### config.mk
export PLATFORM = sky130hd
export DESIGN_NAME = spi_adc_responder_flat
export DESIGN_NICKNAME = d
export VERILOG_FILES = /design/src/rtl/spi_adc_if.sv /design/src/rtl/spi_adc_responder.sv /design/src/flat_wrapper.sv
export SDC_FILE = /design/constraint.sdc
export NUM_CORES = 1
export LEC_CHECK = 0
export CAP_MARGIN = 20
export CORE_ASPECT_RATIO = 0.6
export CORE_MARGIN = 4
export CORE_UTILIZATION = 25
export DETAILED_ROUTE_END_ITERATION = 6
export PLACE_DENSITY = 0.52
export SLEW_MARGIN = 20
export SYNTH_ARGS = -nofsm -noshare
export SYNTH_HDL_FRONTEND = slang
export SYNTH_SLANG_ARGS = --single-unit
### constraint.sdc
create_clock -name clk -period 3.4 [get_ports clk]
set_input_delay 0.68 -clock clk [delete_from_list [all_inputs] [get_ports clk]]
set_output_delay 0.68 -clock clk [all_outputs]
set_load 0.02 [all_outputs]
### src/rtl/spi_adc_if.sv
// SPI pins between the ADC master and the responder. The master drives SCK, CS_n and MOSI;
// the responder drives MISO plus an output enable for the pad or tri-state logic.
interface spi_adc_if;
    logic spi_sck;
    logic spi_cs_n;
    logic spi_mosi;
    logic spi_miso;
    logic spi_miso_oe;

    modport master (
        output spi_sck,
        output spi_cs_n,
        output spi_mosi,
        input  spi_miso,
        input  spi_miso_oe
    );

    modport slave (
        input  spi_sck,
        input  spi_cs_n,
        input  spi_mosi,
        output spi_miso,
        output spi_miso_oe
    );
endinterface

### src/rtl/spi_adc_responder.sv
// MCP3204-style SPI ADC responder: oversampled SPI pins, 4 channels, single-ended or
// differential conversions with saturation at zero, frame counting and abort detection.
module spi_adc_responder #(
    parameter int DATA_W      = 12,
    parameter int SYNC_STAGES = 2
) (
    input  logic              clk,
    input  logic              rst_n,
    spi_adc_if.slave          spi,
    input  logic [DATA_W-1:0] ch0,
    input  logic [DATA_W-1:0] ch1,
    input  logic [DATA_W-1:0] ch2,
    input  logic [DATA_W-1:0] ch3,
    output logic              conv_done,
    output logic [1:0]        last_ch,
    output logic              frame_err,
    output logic [7:0]        frame_cnt,
    output logic [2:0]        state_dbg
);

    localparam int CNT_W = $clog2(DATA_W + 1);
    localparam logic [CNT_W-1:0] CNT_DONE = CNT_W'(DATA_W);

    typedef enum logic [2:0] {
        IDLE       = 3'd0,
        WAIT_START = 3'd1,
        CMD        = 3'd2,
        SAMPLE     = 3'd3,
        NULLB      = 3'd4,
        DATA       = 3'd5,
        TRAIL      = 3'd6
    } state_t;

    logic [SYNC_STAGES-1:0] sck_sync, cs_sync, mosi_sync;
    logic sck_q, cs_q;
    logic sck_s, cs_s, mosi_s;
    logic sck_rise, sck_fall, cs_rise, cs_fall;

    state_t            state, state_n;
    logic              armed, armed_n;
    logic              sgl, sgl_n;
    logic              d1, d1_n;
    logic              d0, d0_n;
    logic [CNT_W-1:0]  cnt, cnt_n;
    logic [DATA_W-1:0] shreg, shreg_n;
    logic              miso, miso_n;
    logic              miso_oe, miso_oe_n;
    logic              conv_done_n, frame_err_n;
    logic [1:0]        last_ch_n;
    logic [7:0]        frame_cnt_n;

    logic [1:0]        sel_now;
    logic [DATA_W-1:0] pos, neg, result;
    logic [DATA_W:0]   diff;

    // Sync chains clear to 0 so a CS_n held low through reset never arms the block.
    always_ff @(posedge clk) begin
        if (!rst_n) begin
            sck_sync  <= '0;
            cs_sync   <= '0;
            mosi_sync <= '0;
            sck_q     <= 1'b0;
            cs_q      <= 1'b0;
        end else begin
            sck_sync  <= {sck_sync[SYNC_STAGES-2:0], spi.spi_sck};
            cs_sync   <= {cs_sync[SYNC_STAGES-2:0], spi.spi_cs_n};
            mosi_sync <= {mosi_sync[SYNC_STAGES-2:0], spi.spi_mosi};
            sck_q     <= sck_sync[SYNC_STAGES-1];
            cs_q      <= cs_sync[SYNC_STAGES-1];
        end
    end

    assign sck_s    = sck_sync[SYNC_STAGES-1];
    assign cs_s     = cs_sync[SYNC_STAGES-1];
    assign mosi_s   = mosi_sync[SYNC_STAGES-1];
    assign sck_rise = sck_s & ~sck_q;
    assign sck_fall = ~sck_s & sck_q;
    assign cs_rise  = cs_s & ~cs_q;
    assign cs_fall  = ~cs_s & cs_q;

    // Conversion result, evaluated at r4 when D0 is on MOSI. The positive operand of each
    // differential pair is also the single-ended channel for the same select code.
    always_comb begin
        sel_now = {d1, mosi_s};
        case (sel_now)
            2'b00:   begin pos = ch0; neg = ch1; end
            2'b01:   begin pos = ch1; neg = ch0; end
            2'b10:   begin pos = ch2; neg = ch3; end
            default: begin pos = ch3; neg = ch2; end
        endcase
        diff = {1'b0, pos} - {1'b0, neg};
        if (sgl)
            result = pos;
        else if (diff[DATA_W])
            result = '0;
        else
            result = diff[DATA_W-1:0];
    end

    always_comb begin
        state_n     = state;
        armed_n     = armed | cs_s;
        sgl_n       = sgl;
        d1_n        = d1;
        d0_n        = d0;
        cnt_n       = cnt;
        shreg_n     = shreg;
        miso_n      = miso;
        miso_oe_n   = miso_oe;
        conv_done_n = 1'b0;
        frame_err_n = 1'b0;
        last_ch_n   = last_ch;
        frame_cnt_n = frame_cnt;

        // A CS_n rise overrides any SCK edge seen in the same clock.
        if (cs_rise) begin
            state_n   = IDLE;
            miso_n    = 1'b0;
            miso_oe_n = 1'b0;
            armed_n   = 1'b1;
            if (state == CMD || state == SAMPLE || state == NULLB || state == DATA)
                frame_err_n = 1'b1;
        end else begin
            case (state)
                IDLE: begin
                    if (cs_fall && armed)
                        state_n = WAIT_START;
                end
                WAIT_START: begin
                    if (sck_rise && mosi_s) begin
                        state_n = CMD;
                        cnt_n   = '0;
                    end
                end
                CMD: begin
                    if (sck_rise) begin
                        cnt_n = cnt + CNT_W'(1);
                        case (cnt)
                            CNT_W'(0): sgl_n = mosi_s;
                            CNT_W'(2): d1_n  = mosi_s;
                            CNT_W'(3): begin
                                d0_n      = mosi_s;
                                shreg_n   = result;
                                miso_oe_n = 1'b1;
                                miso_n    = 1'b0;
                                state_n   = SAMPLE;
                            end
                            default: ;
                        endcase
                    end
                end
                SAMPLE: begin
                    if (sck_rise)
                        state_n = NULLB;
                end
                NULLB: begin
                    if (sck_fall) begin
                        miso_n  = 1'b0;
                        cnt_n   = '0;
                        state_n = DATA;
                    end
                end
                DATA: begin
                    if (sck_fall && cnt != CNT_DONE) begin
                        miso_n  = shreg[DATA_W-1];
                        shreg_n = {shreg[DATA_W-2:0], 1'b0};
                        cnt_n   = cnt + CNT_W'(1);
                    end else if (sck_rise && cnt == CNT_DONE) begin
                        conv_done_n = 1'b1;
                        last_ch_n   = {d1, d0};
                        frame_cnt_n = frame_cnt + 8'd1;
                        miso_n      = 1'b0;
                        state_n     = TRAIL;
                    end
                end
                TRAIL: begin
                    miso_n = 1'b0;
                end
                default: state_n = IDLE;
            endcase
        end
    end

    always_ff @(posedge clk) begin
        if (!rst_n) begin
            state     <= IDLE;
            armed     <= 1'b0;
            sgl       <= 1'b0;
            d1        <= 1'b0;
            d0        <= 1'b0;
            cnt       <= '0;
            shreg     <= '0;
            miso      <= 1'b0;
            miso_oe   <= 1'b0;
            conv_done <= 1'b0;
            frame_err <= 1'b0;
            last_ch   <= 2'd0;
            frame_cnt <= 8'd0;
        end else begin
            state     <= state_n;
            armed     <= armed_n;
            sgl       <= sgl_n;
            d1        <= d1_n;
            d0        <= d0_n;
            cnt       <= cnt_n;
            shreg     <= shreg_n;
            miso      <= miso_n;
            miso_oe   <= miso_oe_n;
            conv_done <= conv_done_n;
            frame_err <= frame_err_n;
            last_ch   <= last_ch_n;
            frame_cnt <= frame_cnt_n;
        end
    end

    assign spi.spi_miso    = miso;
    assign spi.spi_miso_oe = miso_oe;
    assign state_dbg       = state;

endmodule

### src/flat_wrapper.sv
// flat-port wrapper written by rule: the top's interface ports become plain ports
module spi_adc_responder_flat 
#(
    parameter int DATA_W      = 12,
    parameter int SYNC_STAGES = 2
)
  (clk, rst_n, ch0, ch1, ch2, ch3, conv_done, last_ch, frame_err, frame_cnt, state_dbg, spi_spi_sck, spi_spi_cs_n, spi_spi_mosi, spi_spi_miso, spi_spi_miso_oe);
  spi_adc_if spi_i ();
  input  logic clk;
  input  logic rst_n;
  input  logic [DATA_W-1:0] ch0;
  input  logic [DATA_W-1:0] ch1;
  input  logic [DATA_W-1:0] ch2;
  input  logic [DATA_W-1:0] ch3;
  output logic conv_done;
  output logic [1:0] last_ch;
  output logic frame_err;
  output logic [7:0] frame_cnt;
  output logic [2:0] state_dbg;
  input wire logic [$bits(spi_i.spi_sck)-1:0] spi_spi_sck;
  input wire logic [$bits(spi_i.spi_cs_n)-1:0] spi_spi_cs_n;
  input wire logic [$bits(spi_i.spi_mosi)-1:0] spi_spi_mosi;
  output wire logic [$bits(spi_i.spi_miso)-1:0] spi_spi_miso;
  output wire logic [$bits(spi_i.spi_miso_oe)-1:0] spi_spi_miso_oe;
  assign spi_i.spi_sck = spi_spi_sck;
  assign spi_i.spi_cs_n = spi_spi_cs_n;
  assign spi_i.spi_mosi = spi_spi_mosi;
  assign spi_spi_miso = spi_i.spi_miso;
  assign spi_spi_miso_oe = spi_i.spi_miso_oe;
  spi_adc_responder #(.DATA_W(DATA_W), .SYNC_STAGES(SYNC_STAGES)) u_core (.clk(clk), .rst_n(rst_n), .spi(spi_i), .ch0(ch0), .ch1(ch1), .ch2(ch2), .ch3(ch3), .conv_done(conv_done), .last_ch(last_ch), .frame_err(frame_err), .frame_cnt(frame_cnt), .state_dbg(state_dbg));
endmodule
[Word-level counts from Yosys, hierarchy flattened]
Index checks and enable logic that the tools add are counted.
Storage, ports and cells
  bits in registers: 45
  word-level logic and storage cells: 113
  input port bits: 53
  output and inout port bits: 17
Operators by class
  reduce and logical (&&, ||, !) cells: 25
  multiplexer cells: 31
  eq/ne operators: 22
  add/subtract/negate cells: 3
  bitwise operators: 14
Operator list (count)
  $pmux 12 s3: 2
  $mux 12: 5
  $mux 3: 8
  $pmux 12 s2: 1
  $pmux 3 s7: 1
  $mux 4: 4
  $pmux 4 s4: 1
  $reduce_and 4->1: 4
  $sub 12x12->13: 1
  $ne 2x1->1 const B: 5
  $reduce_and 5->1: 2
  $eq 3x3->1 const B: 3
  $not 1->1: 9
  $reduce_and 9->1: 1
  $add 8x1->8 const B: 1
  $eq 4x2->1 const B: 2
  $mux 1: 8
  $ne 2x2->1 const B: 4
  $reduce_bool 4->1: 2
  $eq 3x2->1 const B: 2
  $reduce_and 6->1: 1
  $add 4x1->4 const B: 1
  $and 1x1->1: 4
  $eq 4x4->1 const B: 1
  other kinds (17): 22

[Longest topological paths before layout]
Gate-level depths: netlist of run 1.
  depth in word-level cells: 8
  mapped depth: 14
  mapped depth without buffers: 11

[Least setup slack after synthesis of run 1]
No wires, ideal clock.
  kind: register to register
  start point: reg u_core.d1
  end point: reg u_core.shreg[9]
  slack: 0.396 ns
  required time: 3.324 ns
  data arrival time: 2.928 ns
  cell stages (with the launch flop): 13
  path buffers: 4
  path through: dfxtp_1 clkbuf_1 buf_2 buf_1 mux4_2 inv_1 ha_1 a21oi_1 o311a_1 a21oi_1 clkbuf_1 o211ai_1 o22ai_1
On the way
  longest elaborated chain between the ends: 8
RTL lines
  start: declaration: line spi_adc_responder.sv:42  | logic d1, d1_n;
  start signal: assignment: line spi_adc_responder.sv:203  | d1 <= d1_n;
  $eq 2x2->1 (tied with other cells): line spi_adc_responder.sv:85  | case (sel_now)
  $pmux 12 s3: line spi_adc_responder.sv:85
  $sub 12x12->13: line spi_adc_responder.sv:91  | diff = {1'b0, pos} - {1'b0, neg};
  $mux 12: line spi_adc_responder.sv:94  | else if (diff[DATA_W])
  $mux 12 *: line spi_adc_responder.sv:92  | if (sgl)
  $mux 12 *: line spi_adc_responder.sv:138  | case (cnt)
  $mux 12 *: line spi_adc_responder.sv:136  | if (sck_rise) begin
  $pmux 12 s2 *: line spi_adc_responder.sv:124  | case (state)
  end signal: assignment: line spi_adc_responder.sv:206  | shreg <= shreg_n;
  end: declaration: line spi_adc_responder.sv:45  | logic [DATA_W-1:0] shreg, shreg_n;
Every way passes the cells marked *; elsewhere a longest branch is shown, timed or not. The select of a mux whose other input is x is not followed.
A chain may end at the register's enable or synchronous reset.

[Worst setup path after layout of run 1]
  start point: in ch0[0]
  end point: reg u_core.shreg[9]
On the way
  longest elaborated chain between the ends: 7
RTL lines
  start: declaration: line flat_wrapper.sv:11  | input logic [DATA_W-1:0] ch0;
  $pmux 12 s3: line spi_adc_responder.sv:85
  $sub 12x12->13 *: line spi_adc_responder.sv:91
  $mux 12 *: line spi_adc_responder.sv:94
  $mux 12 *: line spi_adc_responder.sv:92
  $mux 12 *: line spi_adc_responder.sv:138
  $mux 12 *: line spi_adc_responder.sv:136
  $pmux 12 s2 *: line spi_adc_responder.sv:124
Marked as above.

==> impl_metrics.py, run 1 <==
metrics = {
    "sta": {
        "fmaxAchievable_mhz": 325,
        "layout_worst_path_cycle_share": 0.904,
        "tightest_slew_ps": 672,
        "timing_max_transition_violations_final": 0,
        "timing_hold_violations_final": 0,
        "clock_skew_ps": 7.40,
        "setup_total_negative_slack_ps": 0,
        "slew-limit-headroom": 0.552,
        "grt_setup_unrepaired": "false",
        "period_minus_slack_ps": 3070,
        "setup_violators_final": 0,
        "timing.final.ws_setup_ps": 326,
        "fin_hold_ws_ps": 438,
    },
    "setup_path": {
        "worst_path_largest_cell_delay_ps": 390,
        "critical_path.n_buffers_inverters": 3,
        "crit_top_cell": "sky130_fd_sc_hd__a21oi_1",
        "r2r_setup_slack_ps": 360,
        "critPathCaptureType": "register",
        "cpLargestDelayFamily": "buffers and inverters",
        "crit_arrival_ps": 3290,
        "type_of_the_worst_setup_path": "in2reg",
        "worstPathCellList": "clkdlybuf4s50_1 -> mux2_2 -> nor2_1 -> a21oi_1 -> ha_1 -> fa_1 -> nand2b_1 -> a21oi_1 -> buf_4 -> o211ai_1 -> a21oi_1 -> buf_4 -> o211ai_1 -> o22ai_1",
        "critical_path_s_slowest_cell": "sky130_fd_sc_hd__clkdlybuf4s50_1",
        "setup.worst_path.start_class": "primary input",
        "crit_required_ps": 3620,
        "path_max_fanout": 11,
    },
    "global_route": {
        "grt_antenna_before_repair": 0,
        "grt_pass1_wl_mm": 14.8,
        "first_global_vias": 2948,
        "grt_remaining_overflow": 0,
        "grt.total_usage": 0.117,
        "pin_count_of_the_biggest_net_entering_global_routing": 27,
    },
    "cells_and_area": {
        "postLayoutCoreUtil": 0.339,
        "multi_input_comb_area_um2": 2230,
        "area.sequential_um2": 905,
        "area_growth_pct": 31.7,
        "drive_above_1_share": 0.126,
        "nets": 523,
        "fillerInstances": 1346,
        "antennaDiodeCount": 0,
        "final_cell_count_no_fill": 624,
        "stdcell_area_um2": 4380,
    },
    "detailed_routing": {
        "routed-wl-met2_mm": 3.58,
        "vias_per_cell": 4.85,
        "drt-pass1-iter-count": 4,
        "routed.top_layer": "met4",
        "per_cell_routed_wire_length_um": 14.2,
        "drtAntennaViolNets": 0,
        "routed-via-count": 3029,
        "dr_wl_met3_um": 463,
        "m1WireLength_mm": 4.79,
        "finalWirelength_mm": 8.85,
        "drcViolationCount": 0,
        "drt_first_iter_violations": 220,
    },
    "place": {
        "placed_cells": 616,
        "postPlaceCellArea_um2": 4200,
        "port_buffers": 69,
        "place_hpwl_mm": 6.90,
        "gp_routability_congestion": 0.826,
        "detailedPlace.worstSlack_ps": 34.6,
    },
    "die": {
        "boundaryPins": 70,
        "die_area_um2": 15300,
        "die_h_um": 97.3,
        "row_cnt": 32,
        "floorplan_core_area_um2": 12900,
        "start_util": 0.257,
        "die_width_um": 157,
    },
    "synthesis": {
        "synth_cell_types": 61,
        "post_synth_main_area_contributors": "sky130_fd_sc_hd__dfxtp_1 (27%), sky130_fd_sc_hd__mux4_2 (14%), sky130_fd_sc_hd__ha_1 (6.0%)",
        "postSynth.asyncResetShare": 0,
        "leading_area_contributor_after_synthesis": "sky130_fd_sc_hd__dfxtp_1",
        "ys_ff_latch": 45,
        "syn_avg_cell_area_um2": 8.63,
        "synth.cell_area_um2": 3320,
        "yosys_warnings": 0,
        "cells_after_synthesis": 385,
        "ys_top_cells_by_count": "sky130_fd_sc_hd__nor2_1 (46), sky130_fd_sc_hd__dfxtp_1 (45), sky130_fd_sc_hd__a21oi_1 (30), sky130_fd_sc_hd__nand2_1 (29), sky130_fd_sc_hd__o21ai_0 (28)",
        "syn-num-nets": 455,
        "synth_top_flop_cell": "sky130_fd_sc_hd__dfxtp_1",
        "synthMostInstantiatedCell": "sky130_fd_sc_hd__nor2_1",
        "synth_edf_count": 0,
        "seq_area_frac_synth": 0.271,
        "synth_top_area_share": 0.271,
    },
    "clock_network": {
        "cts_buffers": 5,
        "clkTransAtPathRegs_ps": 70,
        "tritoncts": "done",
        "clock_latency_ps": 300,
        "cts_root_buf": "sky130_fd_sc_hd__clkbuf_16",
        "numClockSinks": 45,
        "htreeDepth": 2,
        "cts_max_path_buffers": 2,
    },
    "power": {
        "power_density_normalized_to_cell_area_nw_per_um2": 328,
        "power_mw": 1.44,
        "ir_worst_vdd_uv": 151,
        "power_leakage_nw": 1.56,
    },
    "outcome": {
        "run_status": "finished clean",
    },
    "run": {
        "max-cap-violations": 0,
    },
    "min_path": {
        "min-delay-path-class": "reg2reg",
    },
}
routing by layer:
metal,up-vias,global-route usage
met5,-,0
met4,0,0.0207
met3,2,0.0316
met2,64,0.164
met1,1421,0.181
li1,1542,-
logic make-up after synthesis:
group | Yosys count | synth area share
simple gates | 139 | 0.217
xor+xnor | 14 | 0.0369
mux | 32 | 0.173
fa+ha+maj | 17 | 0.0662
buf+inv | 41 | 0.0587
flops | 45 | 0.271
compound gates | 97 | 0.178
cells in the final DEF (no fill, tap or decap), types with 2 or more instances in the layout:
cell                              instances
sky130_fd_sc_hd__mux2_2                   3
sky130_fd_sc_hd__or2_2                    2
sky130_fd_sc_hd__nand3_1                 12
sky130_fd_sc_hd__o21a_1                   2
sky130_fd_sc_hd__nor3_1                   5
sky130_fd_sc_hd__clkbuf_16                5
sky130_fd_sc_hd__inv_6                    2
sky130_fd_sc_hd__a21oi_1                 30
sky130_fd_sc_hd__nor2b_1                  5
sky130_fd_sc_hd__a22oi_1                  2
sky130_fd_sc_hd__and2_1                   8
sky130_fd_sc_hd__ha_1                    16
sky130_fd_sc_hd__xnor2_1                  9
sky130_fd_sc_hd__nand2b_1                 6
sky130_fd_sc_hd__o2111ai_1                2
sky130_fd_sc_hd__mux4_2                  20
sky130_fd_sc_hd__buf_4                   12
sky130_fd_sc_hd__a211oi_1                 2
sky130_fd_sc_hd__o22ai_1                  4
sky130_fd_sc_hd__nand3_2                  3
sky130_fd_sc_hd__a31oi_1                  5
sky130_fd_sc_hd__or3_1                    2
sky130_fd_sc_hd__inv_1                   20
sky130_fd_sc_hd__o21ai_0                 28
sky130_fd_sc_hd__nand4_1                  4
sky130_fd_sc_hd__a221oi_1                 4
sky130_fd_sc_hd__nand4b_1                 2
sky130_fd_sc_hd__dfxtp_1                 44
sky130_fd_sc_hd__clkdlybuf4s50_1         69
sky130_fd_sc_hd__mux2i_1                  9
sky130_fd_sc_hd__xor2_1                   5
sky130_fd_sc_hd__nor2_1                  46
sky130_fd_sc_hd__and2_2                   2
sky130_fd_sc_hd__nand2_1                 29
sky130_fd_sc_hd__o211ai_1                 5
sky130_fd_sc_hd__a21o_1                   4
registers in the layout, summed over array words and instances, names as in the netlist, 2 cells and up:
register          flops
u_core.cnt            4
u_core.cs_sync        2
u_core.frame_cnt      8
u_core.last_ch        2
u_core.mosi_sync      2
u_core.sck_sync       2
u_core.shreg         12
u_core.state_dbg      3
what timing repair did:
item | 4_1_cts | 5_1_grt
endpoints found under the setup margin | 0 | 12
resized for setup | 0 | 1
hold buffers | 0 | 0
buffers inserted | 0 | 0
report_power, final:
part	leakage [nW]	internal (mW)	switching, mW
sequential	0.365	0.531	0.00785
combinational	1.11	0.175	0.149
clock	0.0848	0.352	0.221
total	1.56	1.06	0.378
final timing paths:
check / startpoint / to / cells past startpoint
worst max register to register: u_core.d1 / u_core.shreg[4] / 9
worst min register to register: u_core.sck_sync[0] / u_core.sck_sync[1] / 1
worst max-delay path: ch0[0] / u_core.shreg[9] / 14
worst min-delay path: u_core.sck_sync[0] / u_core.sck_sync[1] / 1
area by class of cell:
| type | instances | share of cell area |
|---|---|---|
| multi-input cells | 299 | 0.509 |
| inverters | 21 | 0.0180 |
| clock buffers | 5 | 0.0286 |
| well taps | 170 | 0.0486 |
| repair buffers | 81 | 0.178 |
| clock inverters | 3 | 0.0109 |
| flip-flops and latches | 45 | 0.207 |
worst register-to-register path, delay by kind of cell (launching register included):
kind | cells | cell delay [ps]
AO/OA/AOI/OAI | 5 | 1050
flip-flops | 1 | 550
buffers and inverters | 2 | 550
adder cells (fa/ha/maj) | 1 | 390
multiplexers | 1 | 380
(Power assumes the default switching activity.)
==> run 2, diff against run 1 <==
--- a/config.mk
+++ b/config.mk
@@ -8,9 +8,9 @@
 export CAP_MARGIN = 20
 export CORE_ASPECT_RATIO = 0.6
 export CORE_MARGIN = 4
-export CORE_UTILIZATION = 25
+export CORE_UTILIZATION = 50
 export DETAILED_ROUTE_END_ITERATION = 6
-export PLACE_DENSITY = 0.52
+export PLACE_DENSITY = 0.86
 export SLEW_MARGIN = 20
 export SYNTH_ARGS = -nofsm -noshare
 export SYNTH_HDL_FRONTEND = slang
==> impl_metrics.py, run 2 (same netlist as run 1, synthesis figures left out) <==
metrics = {
    "place": {
        "place_hpwl_mm": 6.38,
        "postPlaceCellArea_um2": 4110,
        "port_buffers": 69,
        "placed_cells": 531,
        "gp_routability_congestion": 0.939,
    },
    "power": {
        "power_switching_mw": 0.358,
        "power_leakage_nw": 1.53,
        "power_frac_clock": 0.290,
        "ir_worst_vdd_uv": 172,
        "pwr-share-comb": 0.270,
        "power_density_normalized_to_cell_area_nw_per_um2": 289,
        "swShare": 0.295,
        "p_int_mw": 0.857,
        "sequentialPowerShare": 0.439,
    },
    "sta": {
        "fmaxAchievable_mhz": 317,
        "setup_violators_final": 0,
        "tightest_slew_ps": 684,
        "timing_hold_violations_final": 0,
        "layout_worst_path_cycle_share": 0.927,
        "period_minus_slack_ps": 3150,
        "grt_setup_unrepaired": "false",
        "clock_skew_ps": 7.64,
        "timing_max_transition_violations_final": 0,
        "slew-limit-headroom": 0.541,
        "setup_total_negative_slack_ps": 0,
    },
    "setup_path": {
        "r2r-end": "u_core.shreg[1]",
        "critical_path.reg2reg.startpoint": "u_core.d1",
        "setup.worst_path.start": "ch2[0]",
        "type_of_the_worst_setup_path": "in2reg",
        "worstPathCellList": "clkdlybuf4s50_1 -> mux2_2 -> o21ai_0 -> ha_1 -> fa_1 -> nand2b_1 -> a21oi_1 -> buf_4 -> o211ai_1 -> a21oi_1 -> buf_4 -> a221oi_1 -> o21ai_0",
        "endpoint": "u_core.shreg[1]",
        "crit_required_ps": 3600,
        "cpLargestDelayFamily": "compound AO/OA/AOI/OAI gates",
        "path_max_fanout": 11,
        "critical_path_depth": 13,
        "critPathCaptureType": "register",
        "worst_path_largest_cell_delay_ps": 390,
        "critical_path.n_buffers_inverters": 3,
        "r2r_setup_slack_ps": 470,
        "setup.worst_path.start_class": "primary input",
        "critical_path_s_slowest_cell": "sky130_fd_sc_hd__clkdlybuf4s50_1",
        "reg2reg_depth": 12,
        "crit_arrival_ps": 3350,
    },
    "cells_and_area": {
        "nets": 524,
        "drive_above_1_share": 0.125,
        "final_cell_mix": "sky130_fd_sc_hd__clkdlybuf4s50_1 (69), sky130_fd_sc_hd__nor2_1 (46), sky130_fd_sc_hd__dfxtp_1 (45)",
        "layout_commonest_cell": "sky130_fd_sc_hd__clkdlybuf4s50_1",
        "final_cell_count_no_fill": 539,
        "layout_top_registers": "u_core.shreg: 12 flops, u_core.frame_cnt: 8 flops, u_core.cnt: 4 flops",
        "stdcell_area_um2": 4210,
        "postLayoutCoreUtil": 0.671,
        "max_reg_flops": 12,
        "area_growth_pct": 26.6,
        "antennaDiodeCount": 0,
        "registers.top_by_ff_count": "u_core.shreg",
    },
    "run": {
        "max-cap-violations": 0,
    },
    "global_route": {
        "grt_pass1_wl_mm": 14.1,
        "grt_remaining_overflow": 0,
        "grt_antenna_before_repair": 0,
        "grt.total_usage": 0.211,
        "first_global_vias": 3107,
        "pin_count_of_the_biggest_net_entering_global_routing": 31,
    },
    "detailed_routing": {
        "per_cell_routed_wire_length_um": 15.7,
        "vias_per_cell": 5.91,
        "routed-via-count": 3185,
        "finalWirelength_mm": 8.47,
        "drt-pass1-iter-count": 5,
        "drtAntennaViolNets": 0,
        "drt_first_iter_violations": 268,
        "drcViolationCount": 0,
    },
    "clock_network": {
        "cts_repair_resize_count": 0,
        "clkTransAtPathRegs_ps": 90,
        "postCtsSetupRepairBufs": 0,
        "cts_buffers": 5,
        "htreeDepth": 2,
        "tritoncts": "done",
        "numClockSinks": 45,
        "cts_max_path_buffers": 2,
        "clock_latency_ps": 310,
        "cts_hold_buffers": 0,
        "cts_root_buf": "sky130_fd_sc_hd__clkbuf_8",
    },
    "die": {
        "row_cnt": 22,
        "die_width_um": 113,
        "die_area_um2": 8060,
        "start_util": 0.530,
        "floorplan_core_area_um2": 6280,
        "boundaryPins": 70,
        "die_h_um": 71.2,
    },
    "min_path": {
        "min-delay-path-class": "reg2reg",
    },
    "outcome": {
        "run_status": "finished clean",
    },
}
## run 2: changes by cell type in the layout (fill, tap and decap cells not counted)
cell	before	now
sky130_fd_sc_hd__buf_12	0	1
sky130_fd_sc_hd__bufinv_16	1	0
sky130_fd_sc_hd__clkbuf_16	5	0
sky130_fd_sc_hd__clkbuf_8	0	5
sky130_fd_sc_hd__clkinv_4	0	2
sky130_fd_sc_hd__dfxtp_1	44	45
sky130_fd_sc_hd__dfxtp_4	1	0
sky130_fd_sc_hd__inv_6	2	1
## run 2: power groups by stage
stage,logic (mW),clock network [mW],registers (mW)
CTS,0.323,0.362,0.534
global route,0.361,0.386,0.535
global placement,0.311,0,0.546
floorplan,0.200,0,0.545
detailed placement,0.322,0,0.546
finish,0.329,0.353,0.534
## run 2: per-stage QoR
stage	power (mW)	setup WS, ps	hold WS [ps]
2_1_floorplan	0.746	396	412
3_3_place_gp	0.857	125	415
3_5_place_dp	0.868	-28.9	420
4_1_cts	1.22	298	440
5_1_grt	1.28	93.2	472
6_report	1.22	248	437
## run 2: layout make-up
type | count | area (um2)
clock inverter | 3 | 26.3
tap | 84 | 105
fill | 504 | 2070
sequential | 45 | 901
clock buffer | 5 | 68.8
multi-input combinational | 299 | 2230
inverter | 21 | 78.8
timing repair buffer | 82 | 801
## run 2: per-layer routing
metal / vias to the layer above / share of wire / GRT usage
met5: - / 0 / 0
met4: 0 / 0.016 / 0.0587
met3: 16 / 0.071 / 0.0376
met2: 132 / 0.44 / 0.332
met1: 1493 / 0.47 / 0.299
li1: 1544 / - / -
## run 2: how the worst min path moves through the flow
stage / startpoint / end / cells after the start
after floorplan: u_core.cs_sync[0] / u_core.cs_sync[1] / 1
after CTS: u_core.cs_sync[0] / u_core.cs_sync[1] / 1
after global routing: u_core.cs_sync[0] / u_core.cs_sync[1] / 1
final: u_core.cs_sync[0] / u_core.cs_sync[1] / 1
after global placement: u_core.mosi_sync[0] / u_core.mosi_sync[1] / 1
after detailed placement: u_core.cs_sync[0] / u_core.cs_sync[1] / 1
## run 2: worst register-to-register path: stages, from the launching register on
cell and delay (ps):
sky130_fd_sc_hd__dfxtp_1 450, sky130_fd_sc_hd__mux2_2 380, sky130_fd_sc_hd__o21ai_0 310, sky130_fd_sc_hd__ha_1 260, sky130_fd_sc_hd__fa_1 200, sky130_fd_sc_hd__nand2b_1 130, sky130_fd_sc_hd__a21oi_1 70, sky130_fd_sc_hd__buf_4 150
sky130_fd_sc_hd__o211ai_1 150, sky130_fd_sc_hd__a21oi_1 90, sky130_fd_sc_hd__buf_4 220, sky130_fd_sc_hd__a221oi_1 280, sky130_fd_sc_hd__o21ai_0 130
==> run 3, diff against run 2 <==
--- a/config.mk
+++ b/config.mk
@@ -11,6 +11,7 @@
 export CORE_UTILIZATION = 50
 export DETAILED_ROUTE_END_ITERATION = 6
 export PLACE_DENSITY = 0.86
+export REMOVE_ABC_BUFFERS = 1
 export SLEW_MARGIN = 20
 export SYNTH_ARGS = -nofsm -noshare
 export SYNTH_HDL_FRONTEND = slang
==> impl_metrics.py, run 3 (same netlist as run 1, synthesis figures left out) <==
metrics = {
    "place": {
        "port_buffers": 69,
        "place_hpwl_mm": 6.27,
        "postPlaceCellArea_um2": 4120,
        "detailedPlace.worstSlack_ps": 16.2,
        "gp_routability_congestion": 0.918,
        "placed_cells": 532,
    },
    "clock_network": {
        "cts_root_buf": "sky130_fd_sc_hd__clkbuf_8",
        "postCtsSetupRepairBufs": 0,
        "tritoncts": "done",
        "numClockSinks": 45,
        "cts_buffers": 5,
        "htreeDepth": 2,
        "cts_repair_resize_count": 0,
        "cts_max_path_buffers": 2,
        "clkTransAtPathRegs_ps": 90,
        "cts_hold_buffers": 0,
        "clock_latency_ps": 300,
    },
    "power": {
        "swShare": 0.286,
        "power_switching_mw": 0.342,
        "sequentialPowerShare": 0.447,
        "power_leakage_nw": 1.52,
        "ir_worst_vdd_uv": 183,
        "power_density_normalized_to_cell_area_nw_per_um2": 284,
        "power_mw": 1.19,
        "pwr-share-comb": 0.275,
        "p_int_mw": 0.853,
        "power_frac_clock": 0.278,
    },
    "cells_and_area": {
        "nets": 525,
        "final_cell_count_no_fill": 540,
        "max_reg_flops": 12,
        "area_growth_pct": 26.7,
        "layout_top_registers": "u_core.shreg: 12 flops, u_core.frame_cnt: 8 flops, u_core.cnt: 4 flops",
        "fillerInstances": 499,
        "stdcell_area_um2": 4210,
        "multi_input_comb_area_um2": 2230,
        "area.sequential_um2": 901,
        "postLayoutCoreUtil": 0.671,
        "layout_commonest_cell": "sky130_fd_sc_hd__clkdlybuf4s50_1",
        "antennaDiodeCount": 0,
        "registers.top_by_ff_count": "u_core.shreg",
        "final_cell_mix": "sky130_fd_sc_hd__clkdlybuf4s50_1 (69), sky130_fd_sc_hd__nor2_1 (46), sky130_fd_sc_hd__dfxtp_1 (45)",
        "drive_above_1_share": 0.127,
    },
    "setup_path": {
        "type_of_the_worst_setup_path": "in2reg",
        "crit_required_ps": 3610,
        "path_max_fanout": 7,
        "crit_arrival_ps": 3370,
        "critPathCaptureType": "register",
        "setup.worst_path.start_class": "primary input",
    },
    "detailed_routing": {
        "drt-pass1-iter-count": 5,
        "drtAntennaViolNets": 0,
        "per_cell_routed_wire_length_um": 14.9,
        "vias_per_cell": 5.87,
        "drt_first_iter_violations": 225,
        "finalWirelength_mm": 8.05,
        "routed-via-count": 3171,
        "drcViolationCount": 0,
    },
    "sta": {
        "clock_skew_ps": 10.6,
        "setup_total_negative_slack_ps": 0,
        "timing.final.ws_setup_ps": 246,
        "grt_setup_unrepaired": "false",
        "layout_worst_path_cycle_share": 0.928,
        "tightest_slew_ps": 604,
        "timing_max_transition_violations_final": 0,
        "period_minus_slack_ps": 3150,
        "setup_violators_final": 0,
        "slew-limit-headroom": 0.597,
        "timing_hold_violations_final": 0,
        "fin_hold_ws_ps": 442,
        "fmaxAchievable_mhz": 317,
    },
    "global_route": {
        "global_route.usage.met2": 0.308,
        "grt_remaining_overflow": 0,
        "gr-max-usage-layer": "met2",
        "use_met3": 0.0538,
        "met1_usage": 0.285,
        "first_global_vias": 2931,
        "pin_count_of_the_biggest_net_entering_global_routing": 31,
        "grt_antenna_before_repair": 0,
        "grt_pass1_wl_mm": 13.5,
        "grt.total_usage": 0.201,
    },
    "die": {
        "row_cnt": 22,
        "die_area_um2": 8060,
        "die_width_um": 113,
        "die_h_um": 71.2,
        "boundaryPins": 70,
        "floorplan_core_area_um2": 6280,
        "start_util": 0.530,
    },
    "min_path": {
        "min-delay-path-class": "reg2reg",
    },
    "run": {
        "max-cap-violations": 0,
    },
    "outcome": {
        "run_status": "finished clean",
    },
}
run 3: cell count changes in the layout (fill, tap and decap cells not counted), sizes merged:
| cell | before | now |
|---|---|---|
| clkinvlp | 0 | 3 |
| clkinv | 3 | 1 |
| buf | 13 | 14 |
| inv | 21 | 20 |
run 3: path summary, 6_finish.rpt:
check                         to                start  slack [ps]  depth (start not counted)
min          u_core.mosi_sync[1]  u_core.mosi_sync[0]         440                          1
max              u_core.shreg[1]               ch2[0]         250                         14
max reg2reg      u_core.shreg[1]  u_core.mosi_sync[1]         400                         11
min reg2reg  u_core.mosi_sync[1]  u_core.mosi_sync[0]         440                          1
run 3: metal layers:
metal  routed length (um)  up-vias
li1                     -     1547
met1                 3700     1488
met2                 3620      130
met3                  666        6
met4                   65        0
met5                    0        -
run 3: critical path, stage by stage:
cell                              delay, ps
sky130_fd_sc_hd__clkdlybuf4s50_1        410
sky130_fd_sc_hd__mux2_2                 280
sky130_fd_sc_hd__nor2_1                  90
sky130_fd_sc_hd__a21oi_1                 50
sky130_fd_sc_hd__ha_1                   210
sky130_fd_sc_hd__fa_1                   380
sky130_fd_sc_hd__nand2b_1               170
sky130_fd_sc_hd__a21oi_1                140
sky130_fd_sc_hd__buf_4                  150
sky130_fd_sc_hd__o211ai_1                80
sky130_fd_sc_hd__a21oi_1                180
sky130_fd_sc_hd__buf_4                  190
sky130_fd_sc_hd__a221oi_1                90
sky130_fd_sc_hd__o21ai_0                260
run 3: cell type report:
cell class,count,share of cell area
clock buffer,5,0.0163
inverter,21,0.0187
tap,84,0.0249
clock inverter,3,0.00535
timing repair buffer,83,0.192
sequential,45,0.214
multi-input combinational,299,0.529
run 3: power groups by stage:
stage / Combinational, mW / Clock (mW) / Sequential, mW
floorplan: 0.190 / 0 / 0.550
detailed placement: 0.321 / 0 / 0.546
global placement: 0.311 / 0 / 0.546
CTS: 0.324 / 0.339 / 0.534
global route: 0.358 / 0.366 / 0.535
finish: 0.328 / 0.333 / 0.534
